File: config.mk
export PLATFORM = sky130hd
export DESIGN_NAME = demo_seq_ctrl
export DESIGN_NICKNAME = d
export VERILOG_FILES = /design/src/rtl/demo_seq_ctrl.sv
export SDC_FILE = /design/constraint.sdc
export NUM_CORES = 1
export LEC_CHECK = 0
export ABC_AREA = 0
export ABC_CLOCK_PERIOD_IN_PS = 3900
export BUFFER_PORTS_ARGS = -buffer_cell sky130_fd_sc_hd__buf_2
export CAP_MARGIN = 20
export CORE_MARGIN = 1
export CORE_UTILIZATION = 60
export CTS_BUF_LIST = sky130_fd_sc_hd__clkbuf_4 sky130_fd_sc_hd__clkbuf_8
export DETAILED_ROUTE_END_ITERATION = 12
export GPL_TIMING_DRIVEN = 0
export PLACE_DENSITY = 0.93
export REMOVE_ABC_BUFFERS = 1
export SYNTH_ARGS = -nofsm -noshare
export SYNTH_HDL_FRONTEND = slang
export SYNTH_SLANG_ARGS = --single-unit
export TNS_END_PERCENT = 100
File: constraint.sdc
create_clock -name clk -period 3.9 [get_ports clk]
set_input_delay 0.585 -clock clk [delete_from_list [all_inputs] [get_ports clk]]
set_output_delay 0.585 -clock clk [all_outputs]
set_load 0.05 [all_outputs]
File: src/rtl/demo_seq_ctrl.sv
// Test sequencer for a 2-input combinational gate: walks (a,b) through 00,10,01,11,
// samples c at the end of each hold window and scores the truth table against EXPECTED.
module demo_seq_ctrl #(
  parameter int unsigned HOLD_CYCLES = 100,
  parameter int unsigned CNT_W       = 8,
  parameter logic [3:0]  EXPECTED    = 4'b1000
) (
  input  logic       clk,
  input  logic       rst,
  input  logic       start,
  input  logic       abort,
  output logic       gate_a,
  output logic       gate_b,
  input  logic       gate_c,
  output logic       busy,
  output logic       done,
  output logic [3:0] truth,
  output logic       pass,
  output logic [3:0] err_mask
);

  typedef enum logic [1:0] {IDLE, RUN, DONE} state_t;

  localparam logic [CNT_W-1:0] CNT_LAST = CNT_W'(HOLD_CYCLES - 1);

  state_t           state_q, state_d;
  logic [1:0]       step_q, step_d;
  logic [CNT_W-1:0] cnt_q, cnt_d;
  logic [3:0]       cap_q, cap_d;
  logic             gate_a_q, gate_a_d;
  logic             gate_b_q, gate_b_d;
  logic             busy_q, busy_d;
  logic             done_q, done_d;
  logic [3:0]       truth_q, truth_d;
  logic             pass_q, pass_d;
  logic [3:0]       err_mask_q, err_mask_d;

  always_comb begin
    state_d    = state_q;
    step_d     = step_q;
    cnt_d      = cnt_q;
    cap_d      = cap_q;
    gate_a_d   = 1'b0;
    gate_b_d   = 1'b0;
    busy_d     = 1'b0;
    done_d     = 1'b0;
    truth_d    = truth_q;
    pass_d     = pass_q;
    err_mask_d = err_mask_q;

    case (state_q)
      IDLE: begin
        if (start && !abort) begin
          state_d = RUN;
          step_d  = 2'd0;
          cnt_d   = '0;
          busy_d  = 1'b1;
        end
      end
      RUN: begin
        if (abort) begin
          state_d = IDLE;
        end else begin
          busy_d   = 1'b1;
          gate_a_d = step_q[0];
          gate_b_d = step_q[1];
          if (cnt_q == CNT_LAST) begin
            cap_d[step_q] = gate_c;
            cnt_d         = '0;
            step_d        = step_q + 2'd1;
            gate_a_d      = step_d[0];
            gate_b_d      = step_d[1];
            // Results are loaded on the final sample edge so they appear alongside done.
            if (step_q == 2'd3) begin
              state_d    = DONE;
              busy_d     = 1'b0;
              done_d     = 1'b1;
              gate_a_d   = 1'b0;
              gate_b_d   = 1'b0;
              truth_d    = cap_d;
              pass_d     = (cap_d == EXPECTED);
              err_mask_d = cap_d ^ EXPECTED;
            end
          end else begin
            cnt_d = cnt_q + 1'b1;
          end
        end
      end
      DONE: begin
        state_d = IDLE;
      end
      default: begin
        state_d = IDLE;
      end
    endcase
  end

  always_ff @(posedge clk) begin
    if (rst) begin
      state_q    <= IDLE;
      step_q     <= 2'd0;
      cnt_q      <= '0;
      cap_q      <= 4'd0;
      gate_a_q   <= 1'b0;
      gate_b_q   <= 1'b0;
      busy_q     <= 1'b0;
      done_q     <= 1'b0;
      truth_q    <= 4'd0;
      pass_q     <= 1'b0;
      err_mask_q <= 4'd0;
    end else begin
      state_q    <= state_d;
      step_q     <= step_d;
      cnt_q      <= cnt_d;
      cap_q      <= cap_d;
      gate_a_q   <= gate_a_d;
      gate_b_q   <= gate_b_d;
      busy_q     <= busy_d;
      done_q     <= done_d;
      truth_q    <= truth_d;
      pass_q     <= pass_d;
      err_mask_q <= err_mask_d;
    end
  end

  assign gate_a   = gate_a_q;
  assign gate_b   = gate_b_q;
  assign busy     = busy_q;
  assign done     = done_q;
  assign truth    = truth_q;
  assign pass     = pass_q;
  assign err_mask = err_mask_q;

endmodule

[Word-level counts from Yosys, hierarchy flattened]
Index checks and enable logic that the tools add are counted.
Storage, ports and cells
  flip-flop bits (word level): 29
  input port bits: 5
  output and inout port bits: 13
  logic and storage cells: 66
Cells by class
  $add $sub $neg: 2
  magnitude comparators: 2
  equality and inequality tests: 9
  muxes and demuxes: 26
  bitwise gates (word level): 4
  reductions and logical operators: 12
Operator list (number)
  $mux 8: 3
  $pmux 8 s2: 1
  $mux 2: 7
  $mux 1: 10
  $reduce_and 3->1: 3
  $add 8x1->8 const B: 1
  $eq 8x7->1 const B: 1
  $pmux 2 s2: 2
  $reduce_and 4->1: 2
  $ne 2x2->1 const B: 3
  $ne 3x3->1 const B: 2
  $bwmux 4: 1
  $eq 4x4->1 const B: 1
  $not 1->1: 4
  $reduce_or 4->1: 1
  $lt 2x3->1 const B: 1
  $reduce_or 3->1: 1
  $add 2x1->2 const B: 1
  $demux 1 s2: 1
  $eq 2x1->1 const B: 1
  $eq 2x2->1 const B: 1
  $ge 2x1->1 const B: 1
  $logic_and 1x1->1: 2
  $logic_not 2->1: 1
  other kinds (3): 3

[Depth between registers and ports, before layout]
  word-level depth: 6
  gate-level depth with buffers: 7
  depth with buffers taken out: 6

[Least setup slack after synthesis]
No wires, ideal clock.
  kind: input port to flip-flop
  start point: in abort
  end point: reg cnt_q[7]
  setup time: 0.069 ns
  data arrival time: 1.612 ns
  required time: 3.831 ns
  setup slack: 2.219 ns
  cell stages on the path: 4
  buffers on the path: 0
  cells stage by stage: or2_4 nor4_4 or3b_1 a21oi_2
On the way
  word-level cells in the longest chain between the ends: 4
  elaborated cells between the ends (all ways): 5
  classes of those cells: eq/ne: 2; reduce/logical: 3
Ends and longest elaborated chain
  start: declaration: RTL line 11  | input logic abort,
  $logic_not 1->1: RTL line 53  | if (start && !abort) begin
  $logic_and 1x1->1: RTL line 53
  $ne 2x2->1 (no line)
  $reduce_and 3->1 (no line) *
  end signal: assignment: RTL line 114  | cnt_q <= cnt_d;
  end: declaration: RTL line 28  | logic [CNT_W-1:0] cnt_q, cnt_d;
Mark *: on every way between the ends. The rest lies on a longest branch, timed or not.
A chain may end at the register's enable or synchronous reset.

[Final worst setup path]
  start point: reg cnt_q[0]
  end point: reg cnt_q[2]
On the way
  word-level cells in the longest chain between the ends: 4
  elaborated cells between the ends (all ways): 5
  classes of those cells: add/sub: 1; eq/ne: 1; mux: 3
Ends and longest elaborated chain
  $add 8x1->8 / $eq 8x7->1 (equally long branches): RTL line 85, 67
  $mux 8 *: RTL line 67  | if (cnt_q == CNT_LAST) begin
  $mux 8 *: RTL line 61  | if (abort) begin
  $pmux 8 s2 *: RTL line 51  | case (state_q)
Mark *: on every way between the ends. The rest lies on a longest branch, timed or not. The select of a mux whose other input is x is not followed.

==> flow_summary.yaml <==
outcome:
  status: "completed"
power_and_ir_drop:
  seqPwrFrac: 0.563
  p_per_area_mw_per_mm2: 353
  intPower_uw: 379
  peakVddDrop_mv: 0.327
  leakage_nw: 0.548
  p_comb_frac: 0.050
  p_clk_frac: 0.387
  p_sw_uw: 99.9
  switching_share: 0.209
synthesis:
  syn_area_mm2: 0.00123
  netlist.area_leader.share: 0.423
  synth.ff_latch_count: 26
  yosys_warnings: 0
  yosys.area.top_type: "dfxtp_1"
  synthCells: 137
  synthTopCellsByArea: "dfxtp_1 42%, nor2_1 6.1%, mux2i_1 5.7%"
  synth_area_per_cell_um2: 8.98
  ys_types: 35
  yosysSeqAreaShare: 0.423
timing:
  tightest_slew_ps: 627
  min_period_ps: 1990
  fin_hold_ws_ps: 473
  fin_skew_ps: 12.9
  fin_tns_setup_ps: 0
  slew_violations: 0
  rsz0062_at_grt: "false"
  setup_viol: 0
  finalCritPeriodShare: 0.509
  clock.fmax_ghz: 0.503
  max_slew_margin: 0.580
  finalHoldViolations: 0
final_layout:
  final.fill_count: 150
  area_growth_pct: 10.2
  num_antenna_cells: 0
  num-nets-final: 161
  drive_above_1_share: 0.180
  final_util: 0.698
  register_area_um2: 520
  multiInputGateArea_um2: 648
route:
  drtIter0Drc: 49
  highest_layer: "met4"
  drt-total-wl_um: 2350
  post_drt_wl_per_cell_um: 13.3
  vias: 1036
  dr.pass1.iters: 4
  drt-met1-wl_um: 1040
  drcViolationCount: 0
  postRouteAntennaNets: 0
  routed_via_density: 5.85
  wl_met2_um: 1100
  dr_wl_met3_um: 153
hold_path:
  hold_path_end: "truth[3]"
  hold_depth: 2
  min_from: "truth[3]"
  hp-class: "reg -> reg"
clock_network:
  cts_tree: "built"
  path_clk_slew_ps: 140
  clkSinkCount: 26
  insertion_delay_ps: 340
  cts_setup_buffers: 0
  cts-root-buf: "clkbuf_4"
  cts_made_buffers: 3
  cts_max_level: 1
  ctsResizeCount: 0
  hold_buffers: 0
  cts.path.max_buffers: 2
critical_path:
  regToRegSetupSlack_ps: 1910
  crit_slowest_cell: "o21bai_1"
  r2r-start: "cnt_q[0]"
  rr_endpoint: "cnt_q[2]"
  crit_path_start_kind: "flip-flop"
  max_stage_delay_ps: 490
  cp_cell_sequence: "ha_1 > and4b_1 > a21oi_1 > o21bai_1 > nor2_1"
  crit_fanout: 10
  crit_arrival_ps: 2190
  crit_type: "reg -> reg"
  r2r_cells: 5
  endpoint_kind: "flip-flop"
  critPathRequiredTime_ps: 4110
global_routing:
  grt_pass1_wl_um: 3590
  grt_max_degree: 21
  track_usage: 0.230
  grt-ovfl-total: 0
  grt_pass1_vias: 837
  antenna_found_initial: 0
floorplan:
  fp.dieArea_mm2: 0.00223
  die_h_um: 47.3
  die_x_um: 47.3
  rows: 16
  initial_core_util: 0.633
  core_mm2: 0.00194
  pin_count: 18
place:
  io_buffers: 17
  gp_congestion: 0.831
  post-dp-hpwl_um: 1640
job:
  drv_cap: 0
[how the worst max path moves through the flow]
stage	to	startpoint	cells after the start
floorplan	cnt_q[7]	abort	4
global placement	truth[0]	abort	5
detailed placement	err_mask[3]	abort	5
CTS	cnt_q[0]	cnt_q[0]	5
global route	cnt_q[0]	cnt_q[0]	5
finish	cnt_q[2]	cnt_q[0]	5
[sequential cells by signal, indices dropped and copies added (netlist names)]
name	cells
truth	4
cnt_q	8
pass	1
done	1
gate_a	1
gate_b	1
busy	1
err_mask	1
step_q	2
cap_q	4
state_q	2
[metal layers]
layer | vias to the layer above | global-route usage
met5 | - | 0
met4 | 0 | 0.126
met3 | 7 | 0.0462
met2 | 41 | 0.337
met1 | 477 | 0.315
li1 | 511 | -
[metrics by stage]
step                      total power, mW  cell area (um^2)  setup WS [ps]  instances
after global routing                0.492              1360           1750        177
after global placement              0.298              1300           1970        173
after CTS                           0.479              1360           1920        177
after detailed placement            0.299              1300           1910        173
final                               0.479              1360           1910        177
after floorplan                     0.289              1180           2220        129
[kinds of logic after synthesis]
| logic type | synth area share |
|---|---|
| buf+inv | 0.0498 |
| mux | 0.0661 |
| simple gates | 0.273 |
| fa+ha+maj | 0.0509 |
| compound gates | 0.0946 |
| xor+xnor | 0.0427 |
| flops | 0.423 |
[power groups by stage]
stage,registers [mW],logic (mW),clock network (mW)
2_1_floorplan,0.277,0.0117,0
3_3_place_gp,0.275,0.0227,0
3_5_place_dp,0.275,0.0236,0
4_1_cts,0.270,0.0237,0.186
5_1_grt,0.270,0.0255,0.197
6_report,0.270,0.0238,0.185
[synthesized netlist by cell type]
cell / instances
o21bai_1: 1
nor4_1: 2
nand2_1: 10
o41ai_1: 1
or2_4: 1
nand4_1: 6
xnor2_1: 4
or3b_1: 1
nor3b_2: 1
nand3_1: 5
a21oi_1: 8
a32oi_1: 1
xor2_1: 2
mux2i_1: 7
buf_4: 4
dfxtp_1: 26
nand4b_1: 1
and4b_1: 1
and4_1: 1
inv_1: 4
mux2_2: 1
nand3b_1: 1
o21ai_1: 1
ha_1: 5
a211oi_1: 3
o21ai_0: 3
nor4_4: 1
nor3b_1: 2
nor3_2: 1
nor2b_1: 1
buf_2: 1
nor3_1: 6
clkbuf_1: 3
a21oi_2: 1
nor2_1: 20
[layout by cell type (no fill, tap or decap), drive strengths merged, types with 2 or more instances in the layout]
cell type,netlist,final
nand2,10,10
nor2,20,20
mux2i,7,7
xnor2,4,4
a21oi,9,9
buf,5,17
nor4,3,3
nor3b,3,3
ha,5,5
inv,4,4
nor3,7,7
clkbuf,3,3
xor2,2,2
o21ai,4,4
dfxtp,26,26
nand3,5,5
a211oi,3,3
nand4,6,6
[worst max-delay path: cells and delay by family, from the launching register on]
family                     cells  cell delay, ps
and+or+nand+nor                2             550
DFF                            1             420
adders and majority gates      1             250
AOI/OAI and AO/OA              2             650
[layout make-up]
cell class	instances	share of cell area
multi-input combinational	99	0.478
sequential	26	0.384
timing repair buffer	17	0.0628
tap	27	0.0249
clock inverter	1	0.0222
clock buffer	3	0.0166
inverter	4	0.0111
No activity file was read; power rests on OpenSTA's default activity.
